File: config.mk
export PLATFORM = sky130hd
export DESIGN_NAME = sar_search
export DESIGN_NICKNAME = d
export VERILOG_FILES = /design/src/rtl/sar_search.sv
export SDC_FILE = /design/constraint.sdc
export NUM_CORES = 1
export LEC_CHECK = 0
export BUFFER_PORTS_ARGS = -buffer_cell sky130_fd_sc_hd__buf_4
export CAP_MARGIN = 10
export CORE_MARGIN = 4
export CORE_UTILIZATION = 28
export CTS_CLUSTER_DIAMETER = 40
export CTS_CLUSTER_SIZE = 14
export DETAILED_ROUTE_END_ITERATION = 10
export SLEW_MARGIN = 25
export SYNTH_ARGS = -nofsm -noshare
export SYNTH_HDL_FRONTEND = slang
export SYNTH_SLANG_ARGS = --single-unit
File: constraint.sdc
create_clock -name clk -period 4.8 [get_ports clk]
set_clock_uncertainty 0.05 [all_clocks]
set_input_delay 0.96 -clock clk [delete_from_list [all_inputs] [get_ports clk]]
set_output_delay 0.96 -clock clk [all_outputs]
set_load 0.03 [all_outputs]
File: src/rtl/sar_search.sv
// Successive-approximation search for a signed target seen only through an external less-than comparator.
// One bit resolved per accepted response (N responses), done pulses one cycle after the last; cand holds across stalls.
module sar_search #(
   parameter int N = 32
) (
   input  logic                clk,
   input  logic                rst,
   input  logic                start,
   output logic signed [N-1:0] cand,
   output logic                cand_valid,
   input  logic                cmp_valid,
   input  logic                cmp_lt,
   output logic                busy,
   output logic                done,
   output logic signed [N-1:0] result
);

   localparam int IW = (N > 1) ? $clog2(N) : 1;

   typedef enum logic [1:0] {IDLE, PROBE, DONE} state_t;

   state_t        state_q, state_d;
   logic [N-1:0]  trial_q, trial_d;
   logic [IW-1:0] idx_q, idx_d;
   logic [N-1:0]  result_q, result_d;

   always_ff @(posedge clk or posedge rst) begin
      if (rst) begin
         state_q  <= IDLE;
         trial_q  <= '0;
         idx_q    <= '0;
         result_q <= '0;
      end else begin
         state_q  <= state_d;
         trial_q  <= trial_d;
         idx_q    <= idx_d;
         result_q <= result_d;
      end
   end

   always_comb begin
      state_d  = state_q;
      trial_d  = trial_q;
      idx_d    = idx_q;
      result_d = result_q;
      case (state_q)
         IDLE: begin
            if (start) begin
               state_d = PROBE;
               trial_d = {1'b1, {(N-1){1'b0}}};
               idx_d   = IW'(N-1);
            end
         end
         PROBE: begin
            if (cmp_valid) begin
               if (cmp_lt) trial_d[idx_q] = 1'b0;
               if (idx_q != '0) begin
                  trial_d[idx_q - 1'b1] = 1'b1;
                  idx_d                 = idx_q - 1'b1;
               end else begin
                  // trial is offset-binary; flip the MSB to get two's complement
                  result_d = {~trial_d[N-1], trial_d[N-2:0]};
                  state_d  = DONE;
               end
            end
         end
         DONE:    state_d = IDLE;
         default: state_d = IDLE;
      endcase
   end

   // Outputs decode registered state only, so comparator inputs never reach them combinationally.
   assign cand       = {~trial_q[N-1], trial_q[N-2:0]};
   assign cand_valid = (state_q == PROBE);
   assign busy       = (state_q == PROBE);
   assign done       = (state_q == DONE);
   assign result     = result_q;

endmodule

==> flow_summary_export.csv, run 1 <==
group,metric,value,unit
power_and_ir_drop,ir_worst_vdd,0.0001774,V
synth,synth_top_family_by_area,"simple AND/OR/NAND/NOR gates",
synth,synth-simple-area-share,21.07,%
synth,ys_seq_area_share,46.97,%
cells_and_area,nets,459,
power_and_ir_drop,p_total,2.016,mW
cells_and_area,finalNonFillerCells,630,
setup_path,critPathCaptureType,"register",
setup_path,crit_type,"reg -> reg",
placed_design,port_buffers,71,
sta,period_share,58.06,%
setup_path,arrival,3.00,ns
routing,antenna_left,0,
global_routing,grt_remaining_overflow,0,
setup_path,worstPathRequired,5.02,ns
floorplanning,die_height,124.2,um
cells_and_area,final_cell_mix,"108 x nand2_1, 75 x buf_4, 71 x dfrtp_1",
power_and_ir_drop,p_leak,2.129,nW
clock_network,numCtsBuffers,9,
floorplanning,coreArea,0.01324,mm^2
routing,wl_met3,684,um
floorplanning,rows,42,
cells_and_area,final_cell_area,0.004466,mm^2
global_routing,antenna_found_initial,0,
routing,drt-vias-per-instance,4.862,
cells_and_area,layout-drive-gt1-share,22.69,%
clock_network,cts_hold_buffers,0,
power_and_ir_drop,share_comb_of_total_power,30.3,%
sta,setup_ws,2.013,ns
global_routing,grt_pass1_vias,3075,
setup_path,start_kind,"register",
synth,yosysWarnings,0,
clock_network,cts_resized,0,
floorplanning,start_util,28.56,%
synth,synth.area.mux_share,0,%
cells_and_area,antenna_cells,0,
sta,max_freq,358.8,MHz
global_routing,grt_use_total,13.26,%
clock_network,clkSinkCount,71,
power_and_ir_drop,powerDensity,451.4,mW/mm^2
cells_and_area,nFillCells,1395,
power_and_ir_drop,pwr-share-clk,31.1,%
synth,synth_edf_count,0,
routing,highest_layer,"met4",
synth,synth_cell_types,49,
synth,synthAdderAreaFrac,1.323,%
synth,async_flop_share,100.0,%
placed_design,placed_area,0.004174,mm^2
clock_network,tritoncts,"done",
synth,syn_area,0.003782,mm^2
routing,vias,3063,
run,maxCapViolations,0,
clock_network,clock_path_buffers,2,
power_and_ir_drop,p_sw_share,37.95,%
cells_and_area,mostFrequentLayoutCell,"nand2_1",
synth,avgSynthCellArea,8.879,um^2
placed_design,gp_congestion,0.9082,
synth,synthesis.nets,435,
cells_and_area,area_growth,18.06,%
sta,rsz0062_at_grt,"no",
placed_design,dp_cells,615,
routing,drt_iter0_markers,230,
synth,synth_xor_area_share,0,%
routing,wire_per_inst,16.22,um
sta,slew_headroom,49.40,%
routing,drtPass1Iterations,4,
floorplanning,pin_count,72,
synth,ys_ff_latch,71,
sta,maxSlewViolCount,0,
sta,setup_viol,0,
power_and_ir_drop,internal_power,1.251,mW
clock_network,cts-root-buf,"clkbuf_16",
sta,tightest_slew,0.7580,ns
synth,synthFlopType,"dfrtp_1",
routing,finalWirelength,10220,um
sta,min_period,2.787,ns
power_and_ir_drop,p_sw,765.1,uW
sta,finalHoldViolCount,0,
clock_network,clk_latency,0.33,ns
global_routing,grt_max_degree,40,
synth,syn_inst,426,
routing,wirelength_met1,4645,um
setup_path,cp_max_fo,27,
placed_design,dpl_worst_slack,1.916,ns
sta,finalSetupTns,0,ns
floorplanning,die_area,0.01543,mm^2
routing,dr_wl_met2,4808,um
synth,synth_compound_gate_area_share,19.58,%
run_status,status,"completed",
hold_path,hold_class,"reg -> reg",
placed_design,dpl.hpwl,7270,um
clock_network,clk_pin_slew,0.06,ns
floorplanning,dieWidth,124.2,um
power_and_ir_drop,seqPwrFrac,38.5,%
routing,drc,0,
global_routing,grt_pass1_wl,16850,um
clock_network,postCtsSetupBuffers,0,
clock_network,htree_levels,3,
[cell usage after synthesis, types with 6 or more instances]
library cell	instances	share of area [%]
a21oi_1	9	1.2
a22o_1	10	2.3
buf_2	16	2.1
buf_4	33	6.5
clkbuf_1	11	1.1
dfrtp_1	71	47
inv_1	6	0.60
nand2_1	108	11
nand3_1	6	0.79
nor2_1	12	1.2
nor3_1	15	2.0
o21ai_0	54	7.1
o2bb2ai_1	10	2.3
[cell type report]
cell class | count | area (um^2) | area share [%]
clock buffers | 11 | 252.7 | 5.660
flip-flops and latches | 71 | 1777 | 39.79
clock inverters | 4 | 31.28 | 0.7005
well taps | 176 | 220.2 | 4.931
inverters | 7 | 26.28 | 0.5884
multi-input cells | 286 | 1595 | 35.72
repair buffers | 75 | 563.0 | 12.61
[layer usage]
metal / global-route usage, % / vias to the layer above
met3: 4.167 / 7
met4: 3.288 / 0
met5: 0 / -
li1: - / 1489
met2: 20.07 / 84
met1: 18.48 / 1483
[critical path, stage by stage (launching register included)]
cell and delay (ns):
dfrtp_1 0.48, inv_1 0.13, ha_1 0.56, nor4b_4 0.38
nand2_1 0.41, inv_2 0.50, nand2_1 0.12, nand2_1 0.09
[path summary, 6_finish.rpt]
check                                   startpoint                endpoint  slack (ns)  depth (start not counted)
max in group asynchronous                      rst  state_q[1]$_DFFE_PP0P_        3.04                          3
setup / recovery              idx_q[0]$_DFFE_PP0P_  result[18]$_DFFE_PP0P_        2.01                          7
min in group asynchronous                      rst  result[20]$_DFFE_PP0P_        0.72                          2
hold reg to reg            trial_q[31]$_DFFE_PP0P_  result[31]$_DFFE_PP0P_        0.38                          1
hold / removal             trial_q[31]$_DFFE_PP0P_  result[31]$_DFFE_PP0P_        0.38                          1
setup reg to reg              idx_q[0]$_DFFE_PP0P_  result[18]$_DFFE_PP0P_        2.01                          7
[through the flow]
stage / util, % / hold WS, ns
detailed placement: 31.52 / 0.3820
global route: 33.72 / 0.4051
global placement: 31.52 / 0.3814
finish: 33.72 / 0.3824
floorplan: - / 0.3671
CTS: 33.66 / 0.3854
[registers in the layout, indices dropped and copies added, names as in the netlist]
signal,count
idx_q,5
state_q,2
trial_q,32
result,32
[power groups by stage]
stage / Clock, mW / Combinational, mW / Sequential (mW)
finish: 0.628 / 0.611 / 0.777
global route: 0.666 / 0.669 / 0.793
CTS: 0.640 / 0.615 / 0.777
detailed placement: 0 / 0.614 / 0.787
global placement: 0 / 0.608 / 0.785
floorplan: 0 / 0.544 / 0.725
[cells by family (layout without fill, tap and decap cells)]
| family | Yosys count | in the layout |
|---|---|---|
| adders and majority gates | 4 | 4 |
| AOI/OAI and AO/OA | 113 | 113 |
| DFF | 71 | 71 |
| and+or+nand+nor | 169 | 169 |
| buffers and inverters | 69 | 97 |
No activity file was read; power rests on OpenSTA's default activity.
==> run 2: changes to the inputs <==
==> constraint.sdc (replaced) <==
create_clock -name clk -period 2.41 [get_ports clk]
set_clock_uncertainty 0.05 [all_clocks]
set_input_delay 0.482 -clock clk [delete_from_list [all_inputs] [get_ports clk]]
set_output_delay 0.482 -clock clk [all_outputs]
set_load 0.03 [all_outputs]
==> flow_summary_export.csv, run 2 (synthesis gave the netlist of run 1 again) <==
group,metric,value,unit
run_status,status,"completed",
setup_path,start_kind,"register",
sta,finalSetupTns,0,ns
routing,vias,3112,
cells_and_area,layout-drive-gt1-share,24.14,%
clock_network,tritoncts,"done",
setup_path,cp_max_fo,25,
clock_network,cts_hold_buffers,0,
global_routing,grt_pass1_wl,16950,um
power_and_ir_drop,seqPwrFrac,37.8,%
sta,slew_headroom,52.02,%
power_and_ir_drop,pwr-share-clk,31.0,%
setup_path,cp-endpoint,"result[8]$_DFFE_PP0P_",
sta,max_freq,470.0,MHz
floorplanning,pin_count,72,
setup_path,crit_type,"reg -> reg",
setup_path,ff2ff_setup_slack,0.28,ns
global_routing,grt_use_met3,3.436,%
global_routing,grtUsageMet2,20.17,%
cells_and_area,final_cell_area,0.004546,mm^2
sta,hold_slack,0.08062,ns
clock_network,clock_path_buffers,2,
sta,setup_ws,0.2824,ns
placed_design,placed_area,0.004262,mm^2
power_and_ir_drop,internal_power,2.569,mW
floorplanning,die_height,124.2,um
routing,wire_per_inst,16.25,um
cells_and_area,final_cell_mix,"108 x nand2_1, 84 x buf_4, 71 x dfrtp_1",
sta,maxSlewViolCount,0,
global_routing,antenna_found_initial,0,
sta,min_period,2.128,ns
floorplanning,die_area,0.01543,mm^2
sta,tightest_slew,0.7197,ns
placed_design,dpl.hpwl,7664,um
global_routing,grt_max_degree,31,
global_routing,grt_use_met1,19.38,%
routing,antenna_left,0,
global_routing,grt_remaining_overflow,0,
global_routing,grt_use_total,13.55,%
clock_network,clkSinkCount,71,
hold_path,hold_class,"in -> async",
power_and_ir_drop,p_sw_share,37.23,%
power_and_ir_drop,p_sw,1.524,mW
floorplanning,rows,42,
run,maxCapViolations,0,
sta,finalHoldViolCount,0,
cells_and_area,antenna_cells,0,
setup_path,r2r_start,"idx_q[1]$_DFFE_PP0P_",
cells_and_area,finalCoreUtilization,34.33,%
sta,setup_viol,0,
floorplanning,start_util,28.56,%
global_routing,grt_pass1_vias,3065,
routing,drtPass1Iterations,4,
cells_and_area,area_growth,20.18,%
routing,drt-vias-per-instance,4.863,
sta,period_share,88.28,%
placed_design,port_buffers,71,
power_and_ir_drop,p_leak,2.183,nW
cells_and_area,nFillCells,1396,
clock_network,clk_latency,0.33,ns
cells_and_area,mostFrequentLayoutCell,"nand2_1",
setup_path,rr_endpoint,"result[8]$_DFFE_PP0P_",
placed_design,gp_congestion,0.8971,
setup_path,critPathCaptureType,"register",
routing,finalWirelength,10400,um
clock_network,cts-root-buf,"clkbuf_16",
cells_and_area,nets,469,
setup_path,r2r_cells,8,
setup_path,crit_start,"idx_q[1]$_DFFE_PP0P_",
clock_network,clk_pin_slew,0.06,ns
power_and_ir_drop,share_comb_of_total_power,31.2,%
routing,drt_iter0_markers,196,
placed_design,dpl_worst_slack,0.1950,ns
setup_path,arrival,2.29,ns
routing,drc,0,
floorplanning,dieWidth,124.2,um
setup_path,worstPathRequired,2.57,ns
power_and_ir_drop,ir_worst_vdd,0.0003080,V
clock_network,numCtsBuffers,9,
power_and_ir_drop,powerDensity,900.3,mW/mm^2
global_routing,top_usage_layer,"met2",
sta,rsz0062_at_grt,"no",
clock_network,htree_levels,3,
floorplanning,coreArea,0.01324,mm^2
[run 2: cell types whose count changed in the layout (fill, tap and decap cells not counted), sizes merged]
cell | previous run | this run
clkinvlp | 3 | 1
buf | 75 | 85
bufinv | 0 | 1
inv | 7 | 6
clkinv | 1 | 3
[run 2: worst min-delay path by stage]
stage	depth (start not counted)	start	slack [ns]	to
finish	2	rst	0.08	result[15]$_DFFE_PP0P_
global route	2	rst	0.11	result[21]$_DFFE_PP0P_
CTS	2	rst	0.09	result[15]$_DFFE_PP0P_
detailed placement	1	trial_q[31]$_DFFE_PP0P_	0.39	result[31]$_DFFE_PP0P_
global placement	1	trial_q[31]$_DFFE_PP0P_	0.38	result[31]$_DFFE_PP0P_
floorplan	1	trial_q[31]$_DFFE_PP0P_	0.37	result[31]$_DFFE_PP0P_
[run 2: metal layers]
| layer | vias to the layer above | wire length, um |
|---|---|---|
| met5 | - | 0 |
| met4 | 0 | 156 |
| met3 | 15 | 710 |
| met2 | 92 | 4650 |
| met1 | 1496 | 4884 |
| li1 | 1509 | - |
[run 2: worst max-delay path: stages, from the launching register on]
cell     delay (ns)
dfrtp_1        0.46
inv_1          0.15
ha_2           0.31
nor4b_4        0.31
nand2_1        0.14
buf_4          0.24
buf_4          0.22
nand2_1        0.08
nand2_1        0.05
[run 2: area by class of cell]
class | count | area (um^2) | area share [%]
clock buffers | 11 | 232.7 | 5.120
clock inverters | 4 | 47.55 | 1.046
inverters | 7 | 27.53 | 0.6056
multi-input cells | 286 | 1590 | 34.98
flip-flops and latches | 71 | 1777 | 39.09
well taps | 176 | 220.2 | 4.844
repair buffers | 85 | 650.6 | 14.31
[run 2: power groups by stage]
stage,Combinational [mW],Clock (mW),Sequential [mW]
finish,1.28,1.27,1.55
global route,1.39,1.35,1.58
CTS,1.27,1.30,1.55
detailed placement,1.27,0,1.57
global placement,1.27,0,1.56
floorplan,1.08,0,1.44
[run 2: through the flow]
stage / power (mW) / instances
after floorplan: 2.526 / 426
after global placement: 2.827 / 625
after detailed placement: 2.836 / 625
after CTS: 4.122 / 640
after global routing: 4.311 / 640
final: 4.093 / 640
[run 2: what timing repair did]
action,CTS,global route
gates resized for setup,0,2
buffers inserted,0,0
endpoints found under the setup margin,0,1
